--- config.mk ---
export PLATFORM = sky130hd
export DESIGN_NAME = sd_image_arbiter
export DESIGN_NICKNAME = d
export VERILOG_FILES = /design/src/rtl/sd_image_arbiter.sv
export SDC_FILE = /design/constraint.sdc
export NUM_CORES = 1
export LEC_CHECK = 0
export ABC_AREA = 1
export CELL_PAD_IN_SITES_DETAIL_PLACEMENT = 1
export CELL_PAD_IN_SITES_GLOBAL_PLACEMENT = 1
export CORE_UTILIZATION = 25
export DETAILED_ROUTE_END_ITERATION = 16
export PLACE_DENSITY_LB_ADDON = 0.2
export SLEW_MARGIN = 0
export SYNTH_ARGS = -nofsm -noshare
export SYNTH_HDL_FRONTEND = slang
export SYNTH_SLANG_ARGS = --single-unit
export TNS_END_PERCENT = 1
--- constraint.sdc ---
create_clock -name clk_sys -period 3.4 [get_ports clk_sys]
set_clock_uncertainty 0.05 [all_clocks]
set_input_delay 0.85 -clock clk_sys [delete_from_list [all_inputs] [get_ports clk_sys]]
set_output_delay 0.85 -clock clk_sys [all_outputs]
set_load 0.01 [all_outputs]
--- src/rtl/sd_image_arbiter.sv ---
// sd_image_arbiter
// Round-robin arbiter that shares user_io's single SD sector interface
// between NUM_CH image channels (floppy, tape, ...). It tracks which channel
// owns the current transfer and routes the host ack back to that channel only.
//
// Optional feature: define SD_ARB_TIMEOUT_EN to abandon a host request that
// sees no host_ack within TIMEOUT_CYC cycles. When it is undefined, REQ waits
// indefinitely and timeout_err is constant 0.
//
// Ports:
//   clk_sys        system clock, rising edge
//   reset          synchronous, active-high
//   ch_rd/ch_wr    per-channel sector read/write requests
//   ch_lba         per-channel LBA, channel i at [i*LBA_W +: LBA_W]
//   ch_buff_din    per-channel write data, channel i at [i*8 +: 8]
//   ch_ack         per-channel ack (combinational, one-hot or zero)
//   host_rd/wr     one-hot request to user_io sd_rd/sd_wr
//   host_lba       sector address to user_io sd_lba
//   host_ack       user_io sd_ack
//   host_buff_din  write data of the owning channel (combinational)
//   grant_idx      channel currently owning the interface
//   busy           high while a request or transfer is in progress
//   timeout_err    one-cycle pulse when a request is abandoned
module sd_image_arbiter #(
    parameter int unsigned NUM_CH      = 4,
    parameter int unsigned LBA_W       = 32,
    parameter logic [23:0] TIMEOUT_CYC = 24'd12_000_000,
    localparam int unsigned IDX_W      = (NUM_CH > 1) ? $clog2(NUM_CH) : 1
) (
    input  logic                    clk_sys,
    input  logic                    reset,
    input  logic [NUM_CH-1:0]       ch_rd,
    input  logic [NUM_CH-1:0]       ch_wr,
    input  logic [NUM_CH*LBA_W-1:0] ch_lba,
    input  logic [NUM_CH*8-1:0]     ch_buff_din,
    output logic [NUM_CH-1:0]       ch_ack,
    output logic [NUM_CH-1:0]       host_rd,
    output logic [NUM_CH-1:0]       host_wr,
    output logic [LBA_W-1:0]        host_lba,
    input  logic                    host_ack,
    output logic [7:0]              host_buff_din,
    output logic [IDX_W-1:0]        grant_idx,
    output logic                    busy,
    output logic                    timeout_err
);

    typedef enum logic [1:0] {
        S_IDLE = 2'd0,
        S_REQ  = 2'd1,
        S_XFER = 2'd2
    } state_t;

    state_t             r_state,       w_state_nxt;
    logic [NUM_CH-1:0]  r_host_rd,     w_host_rd_nxt;
    logic [NUM_CH-1:0]  r_host_wr,     w_host_wr_nxt;
    logic [LBA_W-1:0]   r_host_lba,    w_host_lba_nxt;
    logic [IDX_W-1:0]   r_grant_idx,   w_grant_idx_nxt;
    logic [IDX_W-1:0]   r_rr_ptr,      w_rr_ptr_nxt;
    logic               r_busy;
    logic               r_timeout_err, w_timeout_err_nxt;

    logic [NUM_CH-1:0]  w_req;
    logic               w_found;
    logic [IDX_W-1:0]   w_winner;
    logic [IDX_W-1:0]   w_scan_idx;
    logic [IDX_W-1:0]   w_rr_after;

`ifdef SD_ARB_TIMEOUT_EN
    logic [23:0]        r_tmo_cnt,     w_tmo_cnt_nxt;
`else
    logic               w_unused_tmo;
    assign w_unused_tmo = ^TIMEOUT_CYC;
`endif

    assign w_req = ch_rd | ch_wr;

    // Round-robin scan: first requester at or after rr_ptr, wrapping at NUM_CH
    always_comb begin
        w_found    = 1'b0;
        w_winner   = '0;
        w_scan_idx = '0;
        for (int k = 0; k < NUM_CH; k++) begin
            w_scan_idx = IDX_W'((32'(r_rr_ptr) + 32'(k)) % NUM_CH);
            if (!w_found && w_req[w_scan_idx]) begin
                w_found  = 1'b1;
                w_winner = w_scan_idx;
            end
        end
    end

    // Next round-robin start is the channel after the one just served
    assign w_rr_after = IDX_W'((32'(r_grant_idx) + 32'd1) % NUM_CH);

    // Next-state and registered-output logic
    always_comb begin
        w_state_nxt       = r_state;
        w_host_rd_nxt     = r_host_rd;
        w_host_wr_nxt     = r_host_wr;
        w_host_lba_nxt    = r_host_lba;
        w_grant_idx_nxt   = r_grant_idx;
        w_rr_ptr_nxt      = r_rr_ptr;
        w_timeout_err_nxt = 1'b0;
`ifdef SD_ARB_TIMEOUT_EN
        w_tmo_cnt_nxt     = r_tmo_cnt;
`endif
        case (r_state)
            S_IDLE: begin
                // A lingering host_ack (transfer cut short by reset) blocks new grants
                if (!host_ack && w_found) begin
                    w_state_nxt     = S_REQ;
                    w_grant_idx_nxt = w_winner;
                    w_host_lba_nxt  = ch_lba[32'(w_winner)*LBA_W +: LBA_W];
                    w_host_rd_nxt   = '0;
                    w_host_wr_nxt   = '0;
                    // Read wins over write; the write stays pending for a later grant
                    if (ch_rd[w_winner]) begin
                        w_host_rd_nxt[w_winner] = 1'b1;
                    end else begin
                        w_host_wr_nxt[w_winner] = 1'b1;
                    end
`ifdef SD_ARB_TIMEOUT_EN
                    w_tmo_cnt_nxt   = '0;
`endif
                end
            end
            S_REQ: begin
                if (host_ack) begin
                    w_state_nxt   = S_XFER;
                    w_host_rd_nxt = '0;
                    w_host_wr_nxt = '0;
                end
`ifdef SD_ARB_TIMEOUT_EN
                else if (r_tmo_cnt == TIMEOUT_CYC - 24'd1) begin
                    w_state_nxt       = S_IDLE;
                    w_host_rd_nxt     = '0;
                    w_host_wr_nxt     = '0;
                    w_timeout_err_nxt = 1'b1;
                    w_rr_ptr_nxt      = w_rr_after;
                end else begin
                    w_tmo_cnt_nxt = r_tmo_cnt + 24'd1;
                end
`endif
            end
            S_XFER: begin
                if (!host_ack) begin
                    w_state_nxt  = S_IDLE;
                    w_rr_ptr_nxt = w_rr_after;
                end
            end
            default: begin
                w_state_nxt   = S_IDLE;
                w_host_rd_nxt = '0;
                w_host_wr_nxt = '0;
            end
        endcase
    end

    // State and output registers
    always_ff @(posedge clk_sys) begin
        if (reset) begin
            r_state       <= S_IDLE;
            r_host_rd     <= '0;
            r_host_wr     <= '0;
            r_host_lba    <= '0;
            r_grant_idx   <= '0;
            r_rr_ptr      <= '0;
            r_busy        <= 1'b0;
            r_timeout_err <= 1'b0;
`ifdef SD_ARB_TIMEOUT_EN
            r_tmo_cnt     <= '0;
`endif
        end else begin
            r_state       <= w_state_nxt;
            r_host_rd     <= w_host_rd_nxt;
            r_host_wr     <= w_host_wr_nxt;
            r_host_lba    <= w_host_lba_nxt;
            r_grant_idx   <= w_grant_idx_nxt;
            r_rr_ptr      <= w_rr_ptr_nxt;
            r_busy        <= (w_state_nxt != S_IDLE);
            r_timeout_err <= w_timeout_err_nxt;
`ifdef SD_ARB_TIMEOUT_EN
            r_tmo_cnt     <= w_tmo_cnt_nxt;
`endif
        end
    end

    // Ack routed to the owner only; zero-latency so it lines up with user_io strobes
    always_comb begin
        ch_ack = '0;
        for (int i = 0; i < NUM_CH; i++) begin
            ch_ack[i] = host_ack && (r_state != S_IDLE) && (r_grant_idx == IDX_W'(i));
        end
    end

    // Write data follows the last granted channel, so it is deterministic in IDLE too
    assign host_buff_din = ch_buff_din[32'(r_grant_idx)*8 +: 8];

    assign host_rd     = r_host_rd;
    assign host_wr     = r_host_wr;
    assign host_lba    = r_host_lba;
    assign grant_idx   = r_grant_idx;
    assign busy        = r_busy;
    assign timeout_err = r_timeout_err;

endmodule

# After elaboration in Yosys (flattened, before gate mapping)
# Cells that the tools add are included.
[totals]
regBits = 47
inputBits = 171
out_inout_bits = 56
[op_classes]
muxes = 31
bitwise_logic = 3
addsub = 4
n_reduce_logical = 21
n_lt_le_gt_ge = 6
eq_ne = 7
n_shift = 2
[ops]
columns = ["op", "count"]
rows = [
  ["128-bit by 8-bit indexed part select with 32-bit output", 1],
  ["32-bit by 6-bit indexed part select with 8-bit output", 1],
  ["4-bit one-hot mux with 3 select lines", 2],
  ["4-bit two-way mux", 5],
  ["2-bit by 3-bit less-than comparator with 1-bit output (second input constant)", 5],
  ["2-bit two-way mux", 7],
  ["1-bit binary-select mux with 2-bit select", 5],
  ["1-bit logical AND", 10],
  ["1-bit two-way mux", 10],
  ["2-bit == test (second input constant)", 3],
  ["2-bit one-hot mux with 3 select lines", 1],
  ["2-bit by 1-bit adder with 2-bit output (second input constant)", 2],
  ["2-bit adder (second input constant)", 2],
  ["2-bit by 1-bit == test with 1-bit output (second input constant)", 2],
  ["1-bit zero test", 4],
  ["2-bit zero test", 2],
  ["2-bit inequality test (second input constant)", 2],
  ["4-bit bitwise OR", 1],
  ["2-bit AND reduction", 2],
  ["2-bit nonzero test", 2],
  ["3-bit AND reduction", 1],
  ["1-bit demux with 2-bit select", 1],
  ["2-bit by 1-bit greater-or-equal comparator with 1-bit output (second input constant)", 1],
  ["1-bit inverter", 2],
]

# Depth between registers and ports, before layout
[depth]
word_depth = 20
depth_mapped = 19

# Worst setup path before layout
# OpenSTA, ideal clock, no wires.
[synth_path]
path_type = "input-to-reg"
start = "input ch_wr[2]"
end = "register r_host_lba[19] (netlist: host_lba[19])"
n_path_buf = 2
cell_stages = 16
arrival_ns = 2.138
setup_slack_ns = 1.103
cell_sequence = "nor2_1 nand2_1 nand3_1 nand2_1 nor2_2 nand3_2 inv_2 nor2_4 buf_6 buf_6 nand2_1 nand2_1 nand2_1 nand3_1 nand2_1 inv_1"
[synth_between]
elab_chain_cells = 15
word_cells_on_any_way = 26
cone_classes = "1 x shift; 16 x mux; 1 x bitwise; 8 x reduce/logical"
[synth_lines]
columns = ["element", "line_no", "text"]
rows = [
  ["start: declaration", "33", "input logic [NUM_CH-1:0] ch_wr,"],
  ["4-bit bitwise OR (*)", "75", "assign w_req = ch_rd | ch_wr;"],
  ["parallel branches: the longest is 14 deep, another holds 1-bit binary-select mux with 2-bit select", "--", ""],
  ["end signal: assignment", "176", "r_host_lba <= w_host_lba_nxt;"],
  ["end: declaration", "56", "logic [LBA_W-1:0] r_host_lba, w_host_lba_nxt;"],
]
# Mark *: on every way between the ends. The select of a mux whose other input is x is not followed.
# A chain may end at the register's enable or synchronous reset.

# Worst setup path in the final report
[layout_path]
start = "input host_ack"
end = "output ch_ack[2]"
[layout_between]
elab_chain_cells = 2
[layout_lines]
columns = ["element", "line_no", "text"]
rows = [
  ["start: declaration", "40", "input logic host_ack,"],
  ["1-bit logical AND (2 in series)", "191", "ch_ack[i] = host_ack && (r_state != S_IDLE) && (r_grant_idx == IDX_W'(i));"],
  ["end: declaration", "36", "output logic [NUM_CH-1:0] ch_ack,"],
]
# No other way between the ends.

==> flow_summary_export.csv <==
group,metric,value,unit
outcome,status,"completed",
sta,layout_setup_ws,0.1949,ns
global_route,grt_antenna_before_repair,1,
power,ir_drop,160.3,uV
min_path,worstHoldStart,"host_rd[3]",
cells_and_area,layout.nets,1074,
detailed_routing,drt-initial-drc-count,145,
worst_setup_path,crit_family,"buffers and inverters",
sta,tightest_slew,0.5360,ns
place,post-place-ws,0.1821,ns
floorplanning,die_w,123.1,microns
flow_run,cap_violations,0,
place,place.gp.congestion,0.7490,
sta,fin_crit_sh,94.27,%
cells_and_area,syn_to_final_growth,69.84,%
worst_setup_path,r2r-start,"r_rr_ptr[0]",
global_route,grt_use_total,19.18,%
sta,grt_setup_unrepaired,"false",
sta,relSlewSlack,64.23,%
cells_and_area,fin_cells,1080,
clocking,cts_tree,"built",
min_path,hold_class,"reg2reg",
cells_and_area,layout-drive-gt1-share,4.004,%
worst_setup_path,critPathKind,"in2out",
clocking,cts_root_buffer,"clkbuf_16",
yosys,synth_top_family_by_area,"simple AND/OR/NAND/NOR gates",
worst_setup_path,crit_path_start,"host_ack",
floorplanning,start_util,26.02,%
yosys,netlist_instances,694,
power,internal_power,0.001321,W
clocking,post_cts_resized,0,
power,power_frac_seq,32.2,%
yosys,syn-num-nets,869,
detailed_routing,vias_per_cell,4.537,
sta,report.final.slew_viol_count,0,
worst_setup_path,worstPathCellList,"clkdlybuf4s50_1 > o21ai_0 > nor2_1 > clkdlybuf4s50_1",
clocking,clk_path_buf_depth,2,
yosys,synth_cell_types,24,
clocking,htreeDepth,2,
worst_setup_path,critical-path-max-stage-delay,0.57,ns
detailed_routing,route.detailed.wl_per_inst,13.80,microns
sta,hold_viol_final,0,
global_route,grt.overflow.total,0,
sta,tns,0,ns
power,power_frac_clock,25.4,%
floorplanning,die-area,15160,sq um
yosys,synth_xor_area_share,0,%
detailed_routing,dr.pass1.iters,4,
detailed_routing,drc,0,
clocking,cts_sinks,47,
clocking,numCtsBuffers,5,
global_route,grt_pass1_wl,22800,microns
global_route,grt_max_degree,45,
yosys,syn_area_per_cell,5.284,sq um
worst_setup_path,cp_slowest_cell,"clkdlybuf4s50_1",
place,port_buffers,225,
floorplanning,coreArea,14100,sq um
place,dp_cells,1072,
clocking,cts_setup_buffers,0,
clocking,clkTransAtPathRegs,0.07,ns
yosys,ys_seq_elements,47,
sta,finalSetupViolations,0,
worst_setup_path,crit_buf_inv,2,
power,combPwrFrac,42.4,%
power,switchingPower,0.0006393,W
power,p_total,0.001960,W
cells_and_area,final_common_cell,"nand2_1",
floorplanning,rows,43,
cells_and_area,final_cell_mix,"nand2_1, clkdlybuf4s50_1, nor2_1, inv_1, dfxtp_1",
yosys,yosys_warnings,0,
place,dp_hpwl,11830,microns
worst_setup_path,worst_ep_required_time,2.50,ns
worst_setup_path,arrival,2.31,ns
worst_setup_path,critPathMostFrequentCell,"clkdlybuf4s50_1",
clocking,clk-insertion-delay-late,0.29,ns
sta,finalCriticalPeriod,3.205,ns
yosys,synth_fa_ha_area_share,1.365,%
yosys,synth-simple-area-share,55.03,%
yosys,synth_compound_gate_area_share,6.073,%
detailed_routing,final_antenna_net_count,0,
global_route,first_global_vias,4926,
worst_setup_path,critPathMaxFanout,6,
power,p_leak,3.022,nW
floorplanning,chipHeight,123.1,microns
clocking,holdBufCountCts,0,
yosys,yosysSeqAreaShare,25.66,%
worst_setup_path,start_kind,"primary input",
power,sw_frac_of_total,32.61,%
power,powerDensity,314.7,nW/um^2
worst_setup_path,critPathCaptureType,"output port",
detailed_routing,drt_wl_total,14900,microns
detailed_routing,vias,4900,
yosys,synthMuxAreaShare,0,%
sta,fmax,0.3120,GHz
yosys,netlist_area,3667,sq um
floorplanning,io_pins,227,
worst min-delay path, stage by stage (launching register included):
cell	delay (ns)
dfxtp_1	0.33
nand2_1	0.06
a21oi_1	0.06
synthesized netlist by cell type (all sizes together):
master,number,area [sq um]
a21oi,10,50.05
nor2,107,411.7
nand3b,1,7.510
nand2,345,1308
nand4,5,31.28
nand3,47,255.3
clkbuf,12,45.04
o21ai,23,115.1
buf,27,177.7
ha,4,50.05
nor3,1,5.000
dfxtp,47,940.9
inv,55,209.0
conb,1,3.750
o31ai,1,7.510
o22ai,8,50.05
layer usage:
metal | track usage [%] | up-vias | routed length, microns
met5 | 0 | - | 0
met2 | 36.20 | 150 | 7467
li1 | - | 2513 | -
met3 | 4.797 | 12 | 1062
met1 | 20.97 | 2225 | 6153
met4 | 5.497 | 0 | 217
sequential cells by signal, indices dropped and copies added (netlist names):
| name | count |
|---|---|
| host_rd | 4 |
| grant_idx | 2 |
| host_wr | 4 |
| r_state | 2 |
| r_rr_ptr | 2 |
| host_lba | 32 |
| busy | 1 |
path summary, 6_finish.rpt:
kind / to / slack, ns / cells past startpoint
setup / recovery: ch_ack[2] / 0.19 / 4
hold / removal: host_rd[3] / 0.44 / 2
setup reg to reg: host_lba[28] / 1.09 / 15
hold reg to reg: host_rd[3] / 0.44 / 2
cells by family (layout without fill, tap and decap cells):
family,after synthesis,after routing
and+or+nand+nor,506,506
other,1,2
buffers and inverters,94,299
adders and majority gates,4,4
AOI/OAI and AO/OA,42,42
DFF,47,47
layout make-up:
cell class | count | area [sq um]
sequential | 47 | 940.9
inverter | 55 | 209.0
clock inverter | 1 | 5.005
clock buffer | 6 | 138.9
antenna | 1 | 2.502
multi-input combinational | 553 | 2295
fill | 1929 | 7868
timing repair buffer | 237 | 2412
tap | 180 | 225.2
power by group through the flow:
stage / sequential (W) / clock (W) / combinational (W)
2_1_floorplan: 0.000660 / 0 / 0.000385
3_3_place_gp: 0.000641 / 0 / 0.000819
5_1_grt: 0.000636 / 0.000539 / 0.000925
4_1_cts: 0.000632 / 0.000518 / 0.000847
3_5_place_dp: 0.000643 / 0 / 0.000842
6_report: 0.000631 / 0.000498 / 0.000832
stage by stage:
| stage | hold slack (ns) | util, % | area [sq um] |
|---|---|---|---|
| floorplan | 0.4400 | - | 3667 |
| detailed placement | 0.4306 | 43.15 | 6082 |
| global placement | 0.4173 | 43.15 | 6082 |
| global route | 0.4729 | 44.19 | 6228 |
| finish | 0.4419 | 44.19 | 6228 |
| CTS | 0.4409 | 44.17 | 6226 |
Power figures use the tool's default switching activity.
